## config.mk

```make
export PLATFORM = sky130hd
export DESIGN_NAME = x25519_seq
export DESIGN_NICKNAME = d
export VERILOG_FILES = /design/src/rtl/x25519_seq.sv
export SDC_FILE = /design/constraint.sdc
export NUM_CORES = 1
export LEC_CHECK = 0
export ABC_AREA = 1
export CAP_MARGIN = 15
export CORE_AREA = 5 5 376 378
export DETAILED_ROUTE_END_ITERATION = 10
export DIE_AREA = 0 0 381 383
export MAX_ROUTING_LAYER = met4
export PLACE_DENSITY = 0.5
export SLEW_MARGIN = 30
export SYNTH_ARGS = -nofsm -noshare
export SYNTH_HDL_FRONTEND = slang
export SYNTH_SLANG_ARGS = --single-unit
```

## constraint.sdc

```tcl
create_clock -name clk -period 4.35 [get_ports clk]
set_input_delay 0.6525 -clock clk [delete_from_list [all_inputs] [get_ports clk]]
set_output_delay 0.6525 -clock clk [all_outputs]
set_load 0.01 [all_outputs]
```

## src/rtl/x25519_seq.sv

```systemverilog
// Upstream sequencer for the X25519 wrapper: clamps operands, loads them
// word-serially, runs the core, reads the result and hands it downstream.
module x25519_seq #(
   parameter bit          CLAMP   = 1'b1,
   parameter int unsigned RST_CYC = 2,
   parameter int unsigned TIMEOUT = 2000000
) (
   input  logic         clk,
   input  logic         i_rst,
   input  logic         s_valid,
   output logic         s_ready,
   input  logic [255:0] s_scalar,
   input  logic [255:0] s_point,
   output logic         m_valid,
   input  logic         m_ready,
   output logic [255:0] m_result,
   output logic         m_zero,
   output logic         m_timeout,
   output logic         busy,
   output logic [3:0]   itf_control,
   output logic [63:0]  itf_address,
   output logic [63:0]  itf_data_in,
   input  logic [63:0]  itf_data_out,
   input  logic         itf_end_op
);

   typedef enum logic [2:0] {
      S_IDLE, S_CLR, S_LOAD, S_CRST, S_WAIT, S_READ, S_DONE
   } state_t;

   localparam logic [31:0] RST_LAST = 32'(RST_CYC - 1);
   localparam logic [31:0] TO_LAST  = 32'(TIMEOUT - 1);

   state_t        state_q, state_d;
   logic [31:0]   cnt_q, cnt_d;
   logic [255:0]  scal_q, scal_d;
   logic [255:0]  pnt_q, pnt_d;
   logic [255:0]  res_q, res_d;
   logic          to_q, to_d;
   logic          rdy_q;
   logic [3:0]    ctl_c;
   logic [2:0]    addr_c;
   logic [63:0]   din_c;

   always_ff @(posedge clk or negedge i_rst) begin
      if (!i_rst) begin
         state_q <= S_IDLE;
         cnt_q   <= '0;
         scal_q  <= '0;
         pnt_q   <= '0;
         res_q   <= '0;
         to_q    <= 1'b0;
         rdy_q   <= 1'b0;
      end else begin
         state_q <= state_d;
         cnt_q   <= cnt_d;
         scal_q  <= scal_d;
         pnt_q   <= pnt_d;
         res_q   <= res_d;
         to_q    <= to_d;
         rdy_q   <= 1'b1;
      end
   end

   always_comb begin
      state_d = state_q;
      cnt_d   = cnt_q;
      scal_d  = scal_q;
      pnt_d   = pnt_q;
      res_d   = res_q;
      to_d    = to_q;
      ctl_c   = 4'b0000;
      addr_c  = 3'd0;
      din_c   = 64'd0;
      unique case (state_q)
         S_IDLE: begin
            if (s_valid && rdy_q) begin
               scal_d = s_scalar;
               pnt_d  = s_point;
               if (CLAMP) begin
                  scal_d[2:0] = 3'b000;
                  scal_d[254] = 1'b1;
                  scal_d[255] = 1'b0;
                  pnt_d[255]  = 1'b0;
               end
               res_d   = '0;
               to_d    = 1'b0;
               cnt_d   = '0;
               state_d = S_CLR;
            end
         end
         S_CLR: begin
            ctl_c   = 4'b0011;
            cnt_d   = '0;
            state_d = S_LOAD;
         end
         S_LOAD: begin
            ctl_c  = 4'b0101;
            addr_c = cnt_q[2:0];
            din_c  = cnt_q[2] ? pnt_q[{cnt_q[1:0], 6'd0} +: 64]
                              : scal_q[{cnt_q[1:0], 6'd0} +: 64];
            if (cnt_q[2:0] == 3'd7) begin
               cnt_d   = '0;
               state_d = S_CRST;
            end else begin
               cnt_d = cnt_q + 32'd1;
            end
         end
         S_CRST: begin
            ctl_c = 4'b0001;
            if (cnt_q == RST_LAST) begin
               cnt_d   = '0;
               state_d = S_WAIT;
            end else begin
               cnt_d = cnt_q + 32'd1;
            end
         end
         S_WAIT: begin
            // first WAIT cycle ignores end_op left over from a previous run
            if (cnt_q != 32'd0 && itf_end_op) begin
               cnt_d   = '0;
               state_d = S_READ;
            end else if (cnt_q == TO_LAST) begin
               to_d    = 1'b1;
               res_d   = '0;
               state_d = S_DONE;
            end else begin
               cnt_d = cnt_q + 32'd1;
            end
         end
         S_READ: begin
            ctl_c  = 4'b1000;
            addr_c = {1'b0, cnt_q[2:1]};
            if (cnt_q[0])
               res_d[{cnt_q[2:1], 6'd0} +: 64] = itf_data_out;
            if (cnt_q[2:0] == 3'd7) begin
               cnt_d   = '0;
               state_d = S_DONE;
            end else begin
               cnt_d = cnt_q + 32'd1;
            end
         end
         S_DONE: begin
            if (m_ready)
               state_d = S_IDLE;
         end
         default: state_d = S_IDLE;
      endcase
   end

   assign s_ready     = rdy_q && (state_q == S_IDLE);
   assign busy        = (state_q != S_IDLE);
   assign m_valid     = (state_q == S_DONE);
   assign m_result    = res_q;
   assign m_timeout   = m_valid && to_q;
   assign m_zero      = m_valid && !to_q && (res_q == '0);
   assign itf_control = ctl_c;
   assign itf_address = {61'd0, addr_c};
   assign itf_data_in = din_c;

endmodule
```

Word-level counts from Yosys, hierarchy flattened

Cells that the tools add are included.
W data, S select, Z words.

Add/subtract/negate cells: 2
Eq/ne operators: 19
Shift-type cells: 4
Mux-type cells: 28
Reductions and logical operators: 20

Operators by type and width:

| kind                        | count |
|---|---|
| $mux W256                   | 4 |
| $pmux W256 S3               | 1 |
| $shiftx A256 B9 Y64         | 2 |
| $bwmux W256                 | 1 |
| $logic_not A256 Y1          | 1 |
| $shift A64 B10 Y256 const A | 1 |
| $shiftx A64 B10 Y256        | 1 |
| $mux W32                    | 5 |
| $pmux W32 S5                | 1 |
| $mux W64                    | 2 |
| $add A32 B1 Y32 const B     | 1 |
| $eq A32 B1 Y1 const B       | 1 |
| $eq A32 B21 Y1 const B      | 1 |
| $reduce_bool A32 Y1         | 1 |
| $mux W3                     | 7 |
| $pmux W3 S7                 | 1 |
| $pmux W4 S4                 | 1 |
| $ne A2 B2 Y1 const B        | 7 |
| $eq A3 B3 Y1 const B        | 4 |
| $neg A8 Y10                 | 1 |
| $eq A3 B2 Y1 const B        | 2 |
| $logic_and A1 B1 Y1         | 6 |
| $ne A3 B3 Y1 const B        | 2 |
| $pmux W3 S2                 | 1 |
| 15 further kinds            | 18 |

Flip-flop bits (word level): 800
Output and inout bits: 393
Word-level logic and storage cells: 80

Depth between registers and ports, before layout

Depth after elaboration: 5
Depth in mapped cells: 17
Mapped depth without buffers: 14

Worst setup path before layout

No wires, ideal clock.

Path type: reg2reg
From: reg cnt_q[2]
To: reg res_q[17], in the netlist m_result[17]
Arrival: 2.567 ns
Data required time: 4.284 ns
Path slack: 1.717 ns
Stages on the path, launching flop included: 14
Path through: dfrtp_1 > inv_1 > buf_2 > buf_2 > buf_2 > clkbuf_1 > ha_1 > nor2_1 > nand4_1 > clkbuf_1 > clkbuf_1 > nor2_1 > nand3_1 > nand2_1

Cells in the longest elaborated chain, start to end: 5
Elaborated cells on any way between the ends: 12

RTL lines:

| what                                                        | line | source |
|---|---|---|
| start, declared                                             | 35   | `logic [31:0] cnt_q, cnt_d;` |
| start signal, assigned                                      | 56   | `cnt_q <= cnt_d;` |
| $neg A8 Y10                                                 | 135  | `res_d[{cnt_q[2:1], 6'd0} +: 64] = itf_data_out;` |
| $shiftx A64 B10 Y256 or $shift A64 B10 Y256 (tied branches) | 135  |  |
| $bwmux W256                                                 | 135  |  |
| $mux W256                                                   | 134  | `if (cnt_q[0])` |
| $pmux W256 S3                                               | 75   | `unique case (state_q)` |
| end signal, assigned                                        | 59   | `res_q <= res_d;` |
| end, declared                                               | 38   | `logic [255:0] res_q, res_d;` |

Several ways; a longest one is shown, not always the timed one. The select of a mux whose other input is x is not followed.
A chain may end at the register's enable or synchronous reset.

Worst setup path in the final report

From: reg cnt_q[2]
To: out itf_data_in[3]

Cells in the longest elaborated chain, start to end: 2

RTL lines:

| what          | line | source |
|---|---|---|
| $mux W64      | 100  | `din_c = cnt_q[2] ? pnt_q[{cnt_q[1:0], 6'd0} +: 64]` |
| $mux W64      | 75   |  |
| end, declared | 22   | `output logic [63:0] itf_data_in,` |

Every way passes these cells.

==> impl_metrics.tcl <==
set metrics [dict create \
    clkSinkCount 800 \
    drcViolationCount 0 \
    power_leakage_nw 25.1 \
    dp_hpwl_um 137000 \
    r2r_start "cnt_q[2]$_DFFE_PN0P_" \
    htreeDepth 3 \
    yosysTopAreaCellShare 0.498 \
    io_pins 974 \
    fmax_mhz 243 \
    reg2reg_slack_ns 0.86 \
    start_kind "flop" \
    track_usage 0.255 \
    syn_inst 5390 \
    numCtsBuffers 97 \
    synth.area.top_cells "dfrtp_1, nand2_1, o21ai_0" \
    setup_viol 0 \
    grt_max_degree 159 \
    antenna_found_initial 94 \
    die_x_um 381 \
    worst_r2r_path_depth 10 \
    max_slew_margin 0.328 \
    clk_pin_slew_ns 0.06 \
    start_util 0.293 \
    yosys_register_bits 800 \
    insertion_delay_ns 0.71 \
    place_area_um2 50700 \
    cts_root_buffer "clkbuf_16" \
    grt_remaining_overflow 0 \
    path_max_fanout 90 \
    nets 6707 \
    place_inst 7811 \
    finalHoldViolCount 0 \
    dr.first_iter.drc_count 3548 \
    dr_total_vias 39600 \
    setup-tns-final_ns 0 \
    antenna_left 0 \
    maxCapViolCount 0 \
    ys_warn_count 0 \
    grt_pass1_vias 38500 \
    core-area_um2 137000 \
    grt_pass1_wl_um 271000 \
    area_delta_synth_final_pct 35.1 \
    fin_crit_sh 0.947 \
    ys_types 35 \
    wl_um 188000 \
    power_density_nw_per_um2 563 \
    cts_buffer_depth 3 \
    syn_area_um2 40200 \
    vdd_drop_max_mv 0.472 \
    rsz0062_at_grt "no" \
    yosysSeqAreaShare 0.498 \
    holdCritPathClass "in2async" \
    fill_cells 14400 \
    timing_max_transition_violations_final 0 \
    final_cell_area_um2 54300 \
    row_count 136 \
    cts_tree "yes" \
    critPathKind "reg2out" \
    numPortBuffers 906 \
    status "completed" \
    drt_first_pass_iters 6 \
    yosys.area.top_type "dfrtp_1" \
    skew_ns 0.0358 \
    die-area_um2 146000 \
    crit_required_ns 3.70 \
    fin_crit_ns 4.12 \
    worst_pin_slew_ns 0.997 \
    worst_setup_path_end_kind "output port" \
    worstPathArrival_ns 3.47 \
    gp_congestion 0.969 \
    routed_via_density 4.89 \
    final_layout_size_suffix_gt1_frac 0.0471 \
    synth.avg_cell_area_um2 7.46 \
    cts_hold_buf 0 \
    reg2reg_to "m_result[7]$_DFFE_PN0P_" \
    die_h_um 383 \
    wl_per_cell_um 23.3 \
    final-instance-count-excl-fill 8080 \
]
-- worst max-delay path by stage --
| stage | start | end | slack, ns | cells past startpoint |
|---|---|---|---|---|
| 2_1_floorplan | cnt_q[2]$_DFFE_PN0P_ | m_result[17]$_DFFE_PN0P_ | 1.72 | 13 |
| 3_3_place_gp | cnt_q[0]$_DFFE_PN0P_ | itf_data_in[59] | 0.29 | 6 |
| 3_5_place_dp | cnt_q[0]$_DFFE_PN0P_ | itf_data_in[59] | 0.56 | 6 |
| 4_1_cts | cnt_q[2]$_DFFE_PN0P_ | itf_data_in[3] | 0.06 | 6 |
| 5_1_grt | cnt_q[2]$_DFFE_PN0P_ | itf_data_in[3] | 0.02 | 6 |
| 6_report | cnt_q[2]$_DFFE_PN0P_ | itf_data_in[3] | 0.23 | 6 |
-- stage by stage --
stage	utilization	worst slack (ns)	power [mW]	hold WS (ns)
CTS	0.394	0.0621	30.8	0.0201
global placement	0.370	0.293	22.0	0.438
global route	0.396	0.0218	32.4	0.0668
floorplan	-	1.72	17.5	0.357
detailed placement	0.370	0.556	22.2	0.449
finish	0.396	0.232	30.6	0.0492
-- area by class of cell --
class                   count  area, um^2  area share
repair buffers           1003       10100       0.187
clock buffers             154        3010      0.0555
clock inverters            26         310     0.00572
diodes                     88         220     0.00406
flip-flops and latches    800       20000       0.369
well taps                1794        2240      0.0414
inverters                 389        1480      0.0273
multi-input cells        3826       16800       0.310
-- per-layer routing --
| metal | global-route usage | vias to the layer above | part of all wire |
|---|---|---|---|
| met2 | 0.395 | 1393 | 0.46 |
| met4 | 0.0945 | 0 | 0.037 |
| met5 | - | - | 0 |
| met3 | 0.0733 | 262 | 0.078 |
| li1 | - | 18700 | - |
| met1 | 0.318 | 19200 | 0.43 |
-- cells in the mapped netlist, drive strengths merged --
cell type,instances
a21oi,376
a22oi,3
buf,201
clkbuf,234
clkinv,1
conb,2
dfrtp,800
ha,9
inv,388
nand2,1813
nand3,321
nand3b,9
nand4,91
nor2,470
nor3,15
nor3b,1
nor4,53
o2111ai,1
o211ai,1
o21a,60
o21ai,517
o22ai,2
or2,5
xnor2,2
xor2,15
-- what timing repair did --
action | CTS | global route
setup buffers | 1 | 0
gates resized for setup | 1 | 0
setup endpoints to repair | 1 | 0
-- registers in the layout, indices dropped and copies added (netlist names) --
name and flops:
m_result 256, pnt_q 255, scal_q 252, cnt_q 32, state_q 3, rdy_q 1, to_q 1
-- cell usage in the layout (no fill, tap or decap), types with 91 or more instances in the layout --
cell / Yosys / final
nand4_1: 91 / 91
nand2_1: 1812 / 1812
a21oi_1: 375 / 375
clkdlybuf4s50_1: 0 / 905
o21ai_0: 513 / 512
clkbuf_16: 0 / 99
nand3_1: 317 / 316
nor2_1: 466 / 465
dfrtp_1: 800 / 797
inv_1: 381 / 377
-- worst max-delay path, stage by stage (launching register included) --
cell	delay (ns)
dfrtp_4	0.59
inv_8	0.40
buf_4	0.45
o21ai_0	0.27
a21oi_1	0.24
o21a_1	0.14
clkdlybuf4s50_1	0.62
-- cell families after synthesis --
logic type | share of synthesized area
AO/OA/AOI/OAI | 0.124
XOR/XNOR | 0.00370
adder cells (fa/ha/maj) | 0.00280
buffers and inverters | 0.0892
flip-flops | 0.498
other | 0.000187
AND/OR/NAND/NOR | 0.282
-- where the power goes --
| part | switching, mW | total [mW] | internal (mW) |
|---|---|---|---|
| Combinational | 7.68 | 11.2 | 3.54 |
| Sequential | 1.03 | 10.8 | 9.79 |
| Clock | 3.47 | 8.51 | 5.04 |
| Total | 12.2 | 30.6 | 18.4 |
Note: power is estimated with default switching activity, not from simulation.
